--- src/rtl/reg_write_scoreboard.sv ---
// rtl/reg_write_scoreboard.sv - destination-register pending-write scoreboard with issue stall
// Tracks outstanding writes per register and stalls decode on read-after-write or counter saturation.
module reg_write_scoreboard #(
    parameter int CNT_W = 2
) (
    input  logic        i_clk,
    input  logic        i_rst_n,
    input  logic        i_id_valid,
    input  logic [15:0] i_id_instr,
    output logic        o_issue,
    output logic        o_stall,
    input  logic        i_wb_valid,
    input  logic [2:0]  i_wb_reg,
    input  logic        i_flush,
    output logic [7:0]  o_pending,
    output logic        o_err
);
    localparam logic [CNT_W-1:0] CNT_MAX = '1;

    logic [CNT_W-1:0] r_cnt [8];
    logic             r_err;

    logic [4:0] w_op;
    logic [2:0] w_rs;
    logic [2:0] w_rt;
    logic [2:0] w_rd;
    logic       w_has_dst;
    logic [2:0] w_dst;
    logic       w_use_rs;
    logic       w_use_rt;
    logic       w_src_busy;
    logic       w_dst_full;
    logic [7:0] w_inc;
    logic [7:0] w_dec;

    assign w_op = i_id_instr[15:11];
    assign w_rs = i_id_instr[10:8];
    assign w_rt = i_id_instr[7:5];
    assign w_rd = i_id_instr[4:2];

    always_comb begin
        w_has_dst = 1'b0;
        w_dst     = 3'd0;
        w_use_rs  = 1'b0;
        w_use_rt  = 1'b0;
        case (w_op)
            5'b11001: begin
                w_has_dst = 1'b1; w_dst = w_rd; w_use_rs = 1'b1;
            end
            5'b11011, 5'b11010, 5'b11100, 5'b11101, 5'b11110, 5'b11111: begin
                w_has_dst = 1'b1; w_dst = w_rd; w_use_rs = 1'b1; w_use_rt = 1'b1;
            end
            5'b01000, 5'b01001, 5'b01010, 5'b01011,
            5'b10100, 5'b10101, 5'b10110, 5'b10111, 5'b10001: begin
                w_has_dst = 1'b1; w_dst = w_rt; w_use_rs = 1'b1;
            end
            5'b11000: begin
                w_has_dst = 1'b1; w_dst = w_rs;
            end
            5'b10010: begin
                w_has_dst = 1'b1; w_dst = w_rs; w_use_rs = 1'b1;
            end
            // STU writes back the updated base register it also reads
            5'b10011: begin
                w_has_dst = 1'b1; w_dst = w_rs; w_use_rs = 1'b1; w_use_rt = 1'b1;
            end
            5'b10000: begin
                w_use_rs = 1'b1; w_use_rt = 1'b1;
            end
            5'b00110: begin
                w_has_dst = 1'b1; w_dst = 3'd7;
            end
            5'b00111: begin
                w_has_dst = 1'b1; w_dst = 3'd7; w_use_rs = 1'b1;
            end
            5'b00101, 5'b01100, 5'b01101, 5'b01110, 5'b01111: begin
                w_use_rs = 1'b1;
            end
            default: begin
                w_has_dst = 1'b0;
            end
        endcase
    end

    // No writeback bypass: hazards are judged on registered counters only
    assign w_src_busy = (w_use_rs && (r_cnt[w_rs] != '0)) ||
                        (w_use_rt && (r_cnt[w_rt] != '0));
    assign w_dst_full = w_has_dst && (r_cnt[w_dst] == CNT_MAX);
    assign o_stall    = i_id_valid && (w_src_busy || w_dst_full);
    assign o_issue    = i_id_valid && !o_stall;
    assign o_err      = r_err;

    always_comb begin
        w_inc     = '0;
        w_dec     = '0;
        o_pending = '0;
        for (int r = 0; r < 8; r++) begin
            w_inc[r]     = o_issue && w_has_dst && (w_dst == 3'(r));
            w_dec[r]     = i_wb_valid && (i_wb_reg == 3'(r)) && (r_cnt[r] != '0);
            o_pending[r] = (r_cnt[r] != '0);
        end
    end

    always_ff @(posedge i_clk or negedge i_rst_n) begin
        if (!i_rst_n) begin
            for (int r = 0; r < 8; r++) begin
                r_cnt[r] <= '0;
            end
            r_err <= 1'b0;
        end else if (i_flush) begin
            for (int r = 0; r < 8; r++) begin
                r_cnt[r] <= '0;
            end
        end else begin
            if (i_wb_valid && (r_cnt[i_wb_reg] == '0)) begin
                r_err <= 1'b1;
            end
            for (int r = 0; r < 8; r++) begin
                if (w_inc[r] && !w_dec[r]) begin
                    r_cnt[r] <= r_cnt[r] + CNT_W'(1);
                end else if (w_dec[r] && !w_inc[r]) begin
                    r_cnt[r] <= r_cnt[r] - CNT_W'(1);
                end
            end
        end
    end
endmodule
--- config.mk ---
export PLATFORM = sky130hd
export DESIGN_NAME = reg_write_scoreboard
export DESIGN_NICKNAME = d
export VERILOG_FILES = /design/src/rtl/reg_write_scoreboard.sv
export SDC_FILE = /design/constraint.sdc
export NUM_CORES = 1
export LEC_CHECK = 0
export CAP_MARGIN = 40
export CORE_MARGIN = 2
export CORE_UTILIZATION = 53
export CTS_BUF_LIST = sky130_fd_sc_hd__clkbuf_4 sky130_fd_sc_hd__clkbuf_8
export CTS_CLUSTER_SIZE = 28
export DETAILED_ROUTE_END_ITERATION = 8
export PLACE_DENSITY = 0.81
export RECOVER_POWER = 50
export SLEW_MARGIN = 10
export SYNTH_ARGS = -nofsm -noshare
export SYNTH_HDL_FRONTEND = slang
export SYNTH_SLANG_ARGS = --single-unit
export TNS_END_PERCENT = 1
--- constraint.sdc ---
create_clock -name i_clk -period 3.9 [get_ports i_clk]
set_input_delay 0.975 -clock i_clk [delete_from_list [all_inputs] [get_ports i_clk]]
set_output_delay 0.975 -clock i_clk [all_outputs]
set_load 0.01 [all_outputs]
==> reports/metrics.cfg, run 1 <==
[timing]
fin_crit_sh_pct = 100
layout_min_cycle_time_ns = 3.91
slew_viol_final = 0
max_freq_mhz = 256
setup_viol = 1
setup_tns_ns = -0.00996
maxSlewHeadroom_pct = 43.2
rsz0062_at_grt = true
finalHoldViolCount = 0
worst_slew_pin_slew_ns = 0.851
finalClockSkew_ns = 0.00225
timing.final.ws_setup_ns = -0.00996

[power_and_ir_drop]
clockPowerShare_pct = 19.1
peakVddDrop_uv = 172
p_comb_share_pct = 44.9
powerDensity_nw_per_um2 = 208
switchingPower_uw = 179
pwr-share-seq_pct = 36.1
p_int_uw = 342
power_leakage_nw = 1.12
swShare_pct = 34.4

[placed_design]
gp_congestion = 0.942
port_buffers = 32
dpl.hpwl_mm = 3.73
place_ws_ns = -0.781

[clock_tree]
clk_latency_ns = 0.30
cts_tree = done
cts_buffers = 3
clk_path_buf_depth = 2
clock-sinks = 17
clk_root_buffer_cell = clkbuf_4
cts_hold_buf = 0
h-tree-depth = 1
path_clk_slew_ns = 0.10

[global_route]
grt_start_max_net_pins = 18
grt_pass1_wl_mm = 8.76
grt_pass1_vias = 1856
antenna_found_initial = 0
overflow = 0
grtUsageTotal_pct = 31.8

[worst_setup_path]
crit_path_end_kind = output pin
crit_path_start_kind = primary input
required_ns = 2.92
reg2regPathDepth = 10
cp_max_fo = 3
crit_arrival_ns = 2.93
worstSetupPathType = in2out

[min_path]
worstHoldPathType = reg2reg
worstHoldPathCells = 1

[finish]
antenna_cells = 0
layout_commonest_cell = buf_4
final_nets = 317
fillCellCount = 210
final_cell_mix = buf_4, nor2_1, clkdlybuf4s50_1, dfrtp_1
layout-drive-gt1-share_pct = 27.1
syn_to_final_growth_pct = 46.0

[yosys]
synth-main-ff-cell = dfrtp_1
syn-cell-area_um2 = 1710
synth_edf_count = 0
syn_inst = 217
syn-num-nets = 241
ys_ff_latch = 17
syn_avg_cell_area_um2 = 7.89
async_flop_share_pct = 100
synth.distinct_cells = 48
synth_warnings = 0
synth_seq_area_share_pct = 24.9

[route]
detail_route.wl_per_cell_um = 16.4
vias = 2047
viasPerCell = 6.09
wirelength_mm = 5.52
drc = 0
dr.first_iter.drc_count = 206
antenna_left = 0
drtPass1Iterations = 5

[floorplanning]
initial_core_util_pct = 56.1
fp.dieW_um = 60.8
ios = 35
coreArea_um2 = 3050
rows = 20
die-area_um2 = 3700
die_h_um = 60.8

[status]
outcome = complete, but fails checks
violations = negative setup slack

[flow_run]
drv_cap = 0

## power by group through the flow
stage / Sequential, mW / Combinational, mW / Clock, mW
after floorplan: 0.189 / 0.0992 / 0
after global placement: 0.190 / 0.190 / 0
after detailed placement: 0.191 / 0.195 / 0
after CTS: 0.187 / 0.219 / 0.0996
after global routing: 0.189 / 0.250 / 0.108
final: 0.188 / 0.234 / 0.0994
## registers in the layout, summed over array words and instances, names as in the netlist
register	flops
r_cnt	16
o_err	1
## layer usage
layer / part of all wire, % / wire length, um / vias up / GRT usage (%)
met5: 0 / 0 / - / 0
met4: 2.2 / 119 / 0 / 9.32
met2: 49 / 2730 / 88 / 54.8
met1: 43 / 2360 / 984 / 42.0
li1: - / - / 961 / -
met3: 5.7 / 314 / 14 / 3.62
## cell usage after synthesis, types with 2 or more instances
cell       n  area [um^2]
a211oi_1   6         45.0
a21o_1     3         22.5
a21oi_1   12         60.1
a221o_1    2         20.0
a222oi_1   2         20.0
a31oi_1    6         37.5
and2_1     5         31.3
and3b_1    2         17.5
buf_2      2         10.0
clkbuf_1   3         11.3
dfrtp_1   17          425
inv_1     16         60.1
mux2i_1    6         60.1
mux4_2     5          113
nand2_1   17         63.8
nand2b_1   8         50.1
nand3_1    8         40.0
nand4_1    2         12.5
nor2_1    20         75.1
nor2b_1    8         50.1
nor3_1     5         25.0
nor3b_1    3         22.5
nor4_1     2         12.5
nor4b_2    2         30.0
o211ai_1   5         37.5
o21ai_0   12         60.1
o21ai_1    5         25.0
o21bai_1   7         52.6
or3_1      3         18.8
xnor2_1    4         35.0
xor2_1     2         17.5
## metrics by stage
stage / cells / power (mW) / hold WS, ns / utilization [%] / instance area (um^2)
detailed placement: 318 / 0.385 / 0.465 / 75.4 / 2300
floorplan: 217 / 0.288 / 0.513 / - / 1710
finish: 336 / 0.521 / 0.493 / 81.8 / 2500
global route: 336 / 0.548 / 0.541 / 81.8 / 2500
global placement: 317 / 0.380 / 0.464 / 74.9 / 2290
CTS: 337 / 0.506 / 0.488 / 80.7 / 2460
## critical path, cell delays in order
cell      delay, ns
buf_8          0.10
or3b_4         0.40
a21oi_4        0.17
a222oi_1       0.12
buf_4          0.17
buf_6          0.11
a211oi_4       0.25
o21ai_1        0.10
a31o_2         0.23
nand3_2        0.07
and2_1         0.11
buf_2          0.12
## what timing repair did
item,CTS,global route
gates resized for setup,39,13
setup buffers,17,1
setup endpoints to repair,2,6
pin swaps,10,9
## final cells by class
cell class	instances	area [um^2]	share of cell area (%)
Timing Repair Buffer	78	658	26.3
Sequential cell	17	425	17.0
Multi-Input combinational cell	177	1270	50.9
Tap cell	44	55.1	2.20
Clock inverter	1	5.00	0.200
Inverter	16	60.1	2.40
Clock buffer	3	22.5	0.901
## path summary, 6_finish.rpt
| kind | startpoint | slack, ns | end |
|---|---|---|---|
| worst max-delay path | i_id_instr[11] | -0.01 | o_issue |
| worst min-delay path | o_err | 0.49 | o_err |
| worst max register to register | r_cnt[2] | 1.10 | r_cnt[14] |
| worst min register to register | o_err | 0.49 | o_err |
| max in group asynchronous | i_rst_n | 1.94 | r_cnt[13] |
| min in group asynchronous | i_rst_n | 0.94 | r_cnt[7] |
## kinds of logic after synthesis
family / Yosys count / share of synthesized area [%]
AOI/OAI and AO/OA: 69 / 27.6
xor gates and xnor gates: 6 / 3.07
buffers and inverters: 23 / 5.41
DFF: 17 / 24.9
muxes: 12 / 10.7
and+or+nand+nor: 90 / 28.4
Note: power is estimated with default switching activity, not from simulation.
==> run 2: changes to the inputs <==
--- a/config.mk
+++ b/config.mk
@@ -11,6 +11,7 @@
 export CTS_BUF_LIST = sky130_fd_sc_hd__clkbuf_4 sky130_fd_sc_hd__clkbuf_8
 export CTS_CLUSTER_SIZE = 28
 export DETAILED_ROUTE_END_ITERATION = 8
+export GPL_TIMING_DRIVEN = 0
 export PLACE_DENSITY = 0.81
 export RECOVER_POWER = 50
 export SLEW_MARGIN = 10
==> run 2 against run 1 <==
  * The run still ends with negative setup slack left
  * Sequential cell count is the same
  * Clock skew increased by 0.0016 ns
  * Sequential power barely moved
  * Largest power group unchanged
  * Final area down 9.9%
  * Via count is 7.3% lower
  * Wire length is 11% lower
  * Critical endpoint unchanged
  * First-iteration DRC count shrank 2.9%
  * Highest routed layer unchanged
==> reports/metrics.cfg, run 2 (synthesized netlist as in run 1, its figures left out) <==
[worst_setup_path]
r2r-start = r_cnt[2]
cp-startpoint = i_id_instr[13]
crit_path_end_kind = output pin
r2r_slack_ns = 1.23
critPathCapture = o_issue
required_ns = 2.92
critical-path-top-delay-family = compound AO/OA/AOI/OAI gates
reg2regPathDepth = 8
regToRegEndpoint = r_cnt[14]
crit_arrival_ns = 3.02
max_stage_delay_ns = 0.38
path_depth = 10
cp_cell_sequence = buf_4 > o311a_4 > and2_4 > a221o_1 > o211ai_1 > o21bai_4 > o221a_1 > nand3_2 > and2_1 > buf_2
worst-path-buf-inv = 2
crit_path_start_kind = primary input
cp_max_fo = 4
crit_slowest_cell = o311a_4
worstSetupPathType = in2out

[global_route]
grtUsageTotal_pct = 28.9
grt_pass1_vias = 1693
grt_pass1_wl_mm = 7.88
antenna_found_initial = 0
grt_start_max_net_pins = 18
overflow = 0

[route]
drc = 0
wirelength_mm = 4.89
viasPerCell = 6.18
dr.first_iter.drc_count = 200
vias = 1897
drtPass1Iterations = 5
antenna_left = 0
detail_route.wl_per_cell_um = 15.9

[floorplanning]
fp.dieW_um = 60.8
die-area_um2 = 3700
die_h_um = 60.8
ios = 35
initial_core_util_pct = 56.1
coreArea_um2 = 3050
rows = 20

[timing]
slew_viol_final = 0
worst_slew_pin_slew_ns = 0.792
layout_min_cycle_time_ns = 3.99
fin_crit_sh_pct = 102
maxSlewHeadroom_pct = 47.0
finalClockSkew_ns = 0.00381
finalHoldViolCount = 0
setup_viol = 2
max_freq_mhz = 250
holdWs_ns = 0.492
timing.final.ws_setup_ns = -0.0922
rsz0062_at_grt = true

[placed_design]
gp_congestion = 0.837
port_buffers = 30
placed_cell_area_um2 = 2070
dpl.hpwl_mm = 3.48
place_ws_ns = -1.09
dp_cells = 291

[finish]
seq_area_um2 = 425
layout_commonest_cell = nor2_1
syn_to_final_growth_pct = 31.6
stdcell_count = 307
final_cell_mix = nor2_1, clkdlybuf4s50_1, nand2_1, dfrtp_1, inv_1
final_area_um2 = 2250
regMostFlops = r_cnt
fillCellCount = 258
layout-drive-gt1-share_pct = 17.1
largest_reg_flops = 16
final_nets = 288
antenna_cells = 0
multi_input_area_um2 = 1270

[power_and_ir_drop]
p_int_uw = 312
power_leakage_nw = 0.967
peakVddDrop_uv = 137
swShare_pct = 35.9
clockPowerShare_pct = 22.1
pwr-share-seq_pct = 38.5
p_comb_share_pct = 39.4
switchingPower_uw = 175
powerDensity_nw_per_um2 = 216
total_power_uw = 487

[clock_tree]
cts_buffers = 3
clock-sinks = 17
cts_tree = done
h-tree-depth = 1
clk_root_buffer_cell = clkbuf_4
path_clk_slew_ns = 0.11
clk_latency_ns = 0.31
clk_path_buf_depth = 2

[status]
violations = negative setup slack
outcome = complete, but fails checks

[min_path]
worstHoldPathType = reg2reg
hp-start = o_err

[flow_run]
drv_cap = 0

==> run 2: through the flow <==
stage	utilization (%)	TNS (ns)
5_1_grt	73.8	-0.301
6_report	73.8	-0.178
3_3_place_gp	67.7	-2.12
4_1_cts	72.7	0
2_1_floorplan	-	0
3_5_place_dp	67.7	-2.16
==> run 2: power groups by stage <==
stage | Sequential, mW | Clock [mW] | Combinational (mW)
5_1_grt | 0.189 | 0.117 | 0.208
3_5_place_dp | 0.191 | 0 | 0.162
2_1_floorplan | 0.189 | 0 | 0.0992
6_report | 0.188 | 0.108 | 0.192
4_1_cts | 0.187 | 0.110 | 0.183
3_3_place_gp | 0.191 | 0 | 0.160
==> run 2: worst reg2reg max path, cell delays in order, from the launching register on <==
cell	delay (ns)
dfrtp_1	0.43
nor2_1	0.32
mux4_2	0.32
mux2i_1	0.12
a221oi_2	0.53
nand3_1	0.17
nor4_1	0.37
o21ai_1	0.10
a211oi_1	0.23
==> run 2: worst min path at each step <==
stage               endpoint  cells after the start
detailed placement     o_err                      1
floorplan              o_err                      1
finish                 o_err                      1
global route           o_err                      1
CTS                    o_err                      1
global placement       o_err                      1
==> run 2: area by class of cell <==
cell class | instances | area share, %
Buffer | 7 | 2.00
Clock buffer | 3 | 1.00
Clock inverter | 1 | 0.222
Inverter | 16 | 2.67
Multi-Input combinational cell | 177 | 56.2
Sequential cell | 17 | 18.9
Tap cell | 44 | 2.44
Timing Repair Buffer | 42 | 16.6
==> run 2: per-layer routing <==
| metal | global-route usage (%) | up-vias | wire [um] |
|---|---|---|---|
| met5 | 0 | - | 0 |
| met3 | 4.05 | 15 | 280 |
| met1 | 39.0 | 899 | 2110 |
| li1 | - | 902 | - |
| met4 | 9.63 | 0 | 119 |
| met2 | 47.8 | 81 | 2380 |
==> run 2: repair_timing <==
action | 4_1_cts | 5_1_grt
buffers inserted | 11 | 1
hold buffers | 0 | 0
pin swaps | 13 | 3
gates resized for setup | 41 | 7
setup endpoints to repair | 2 | 2
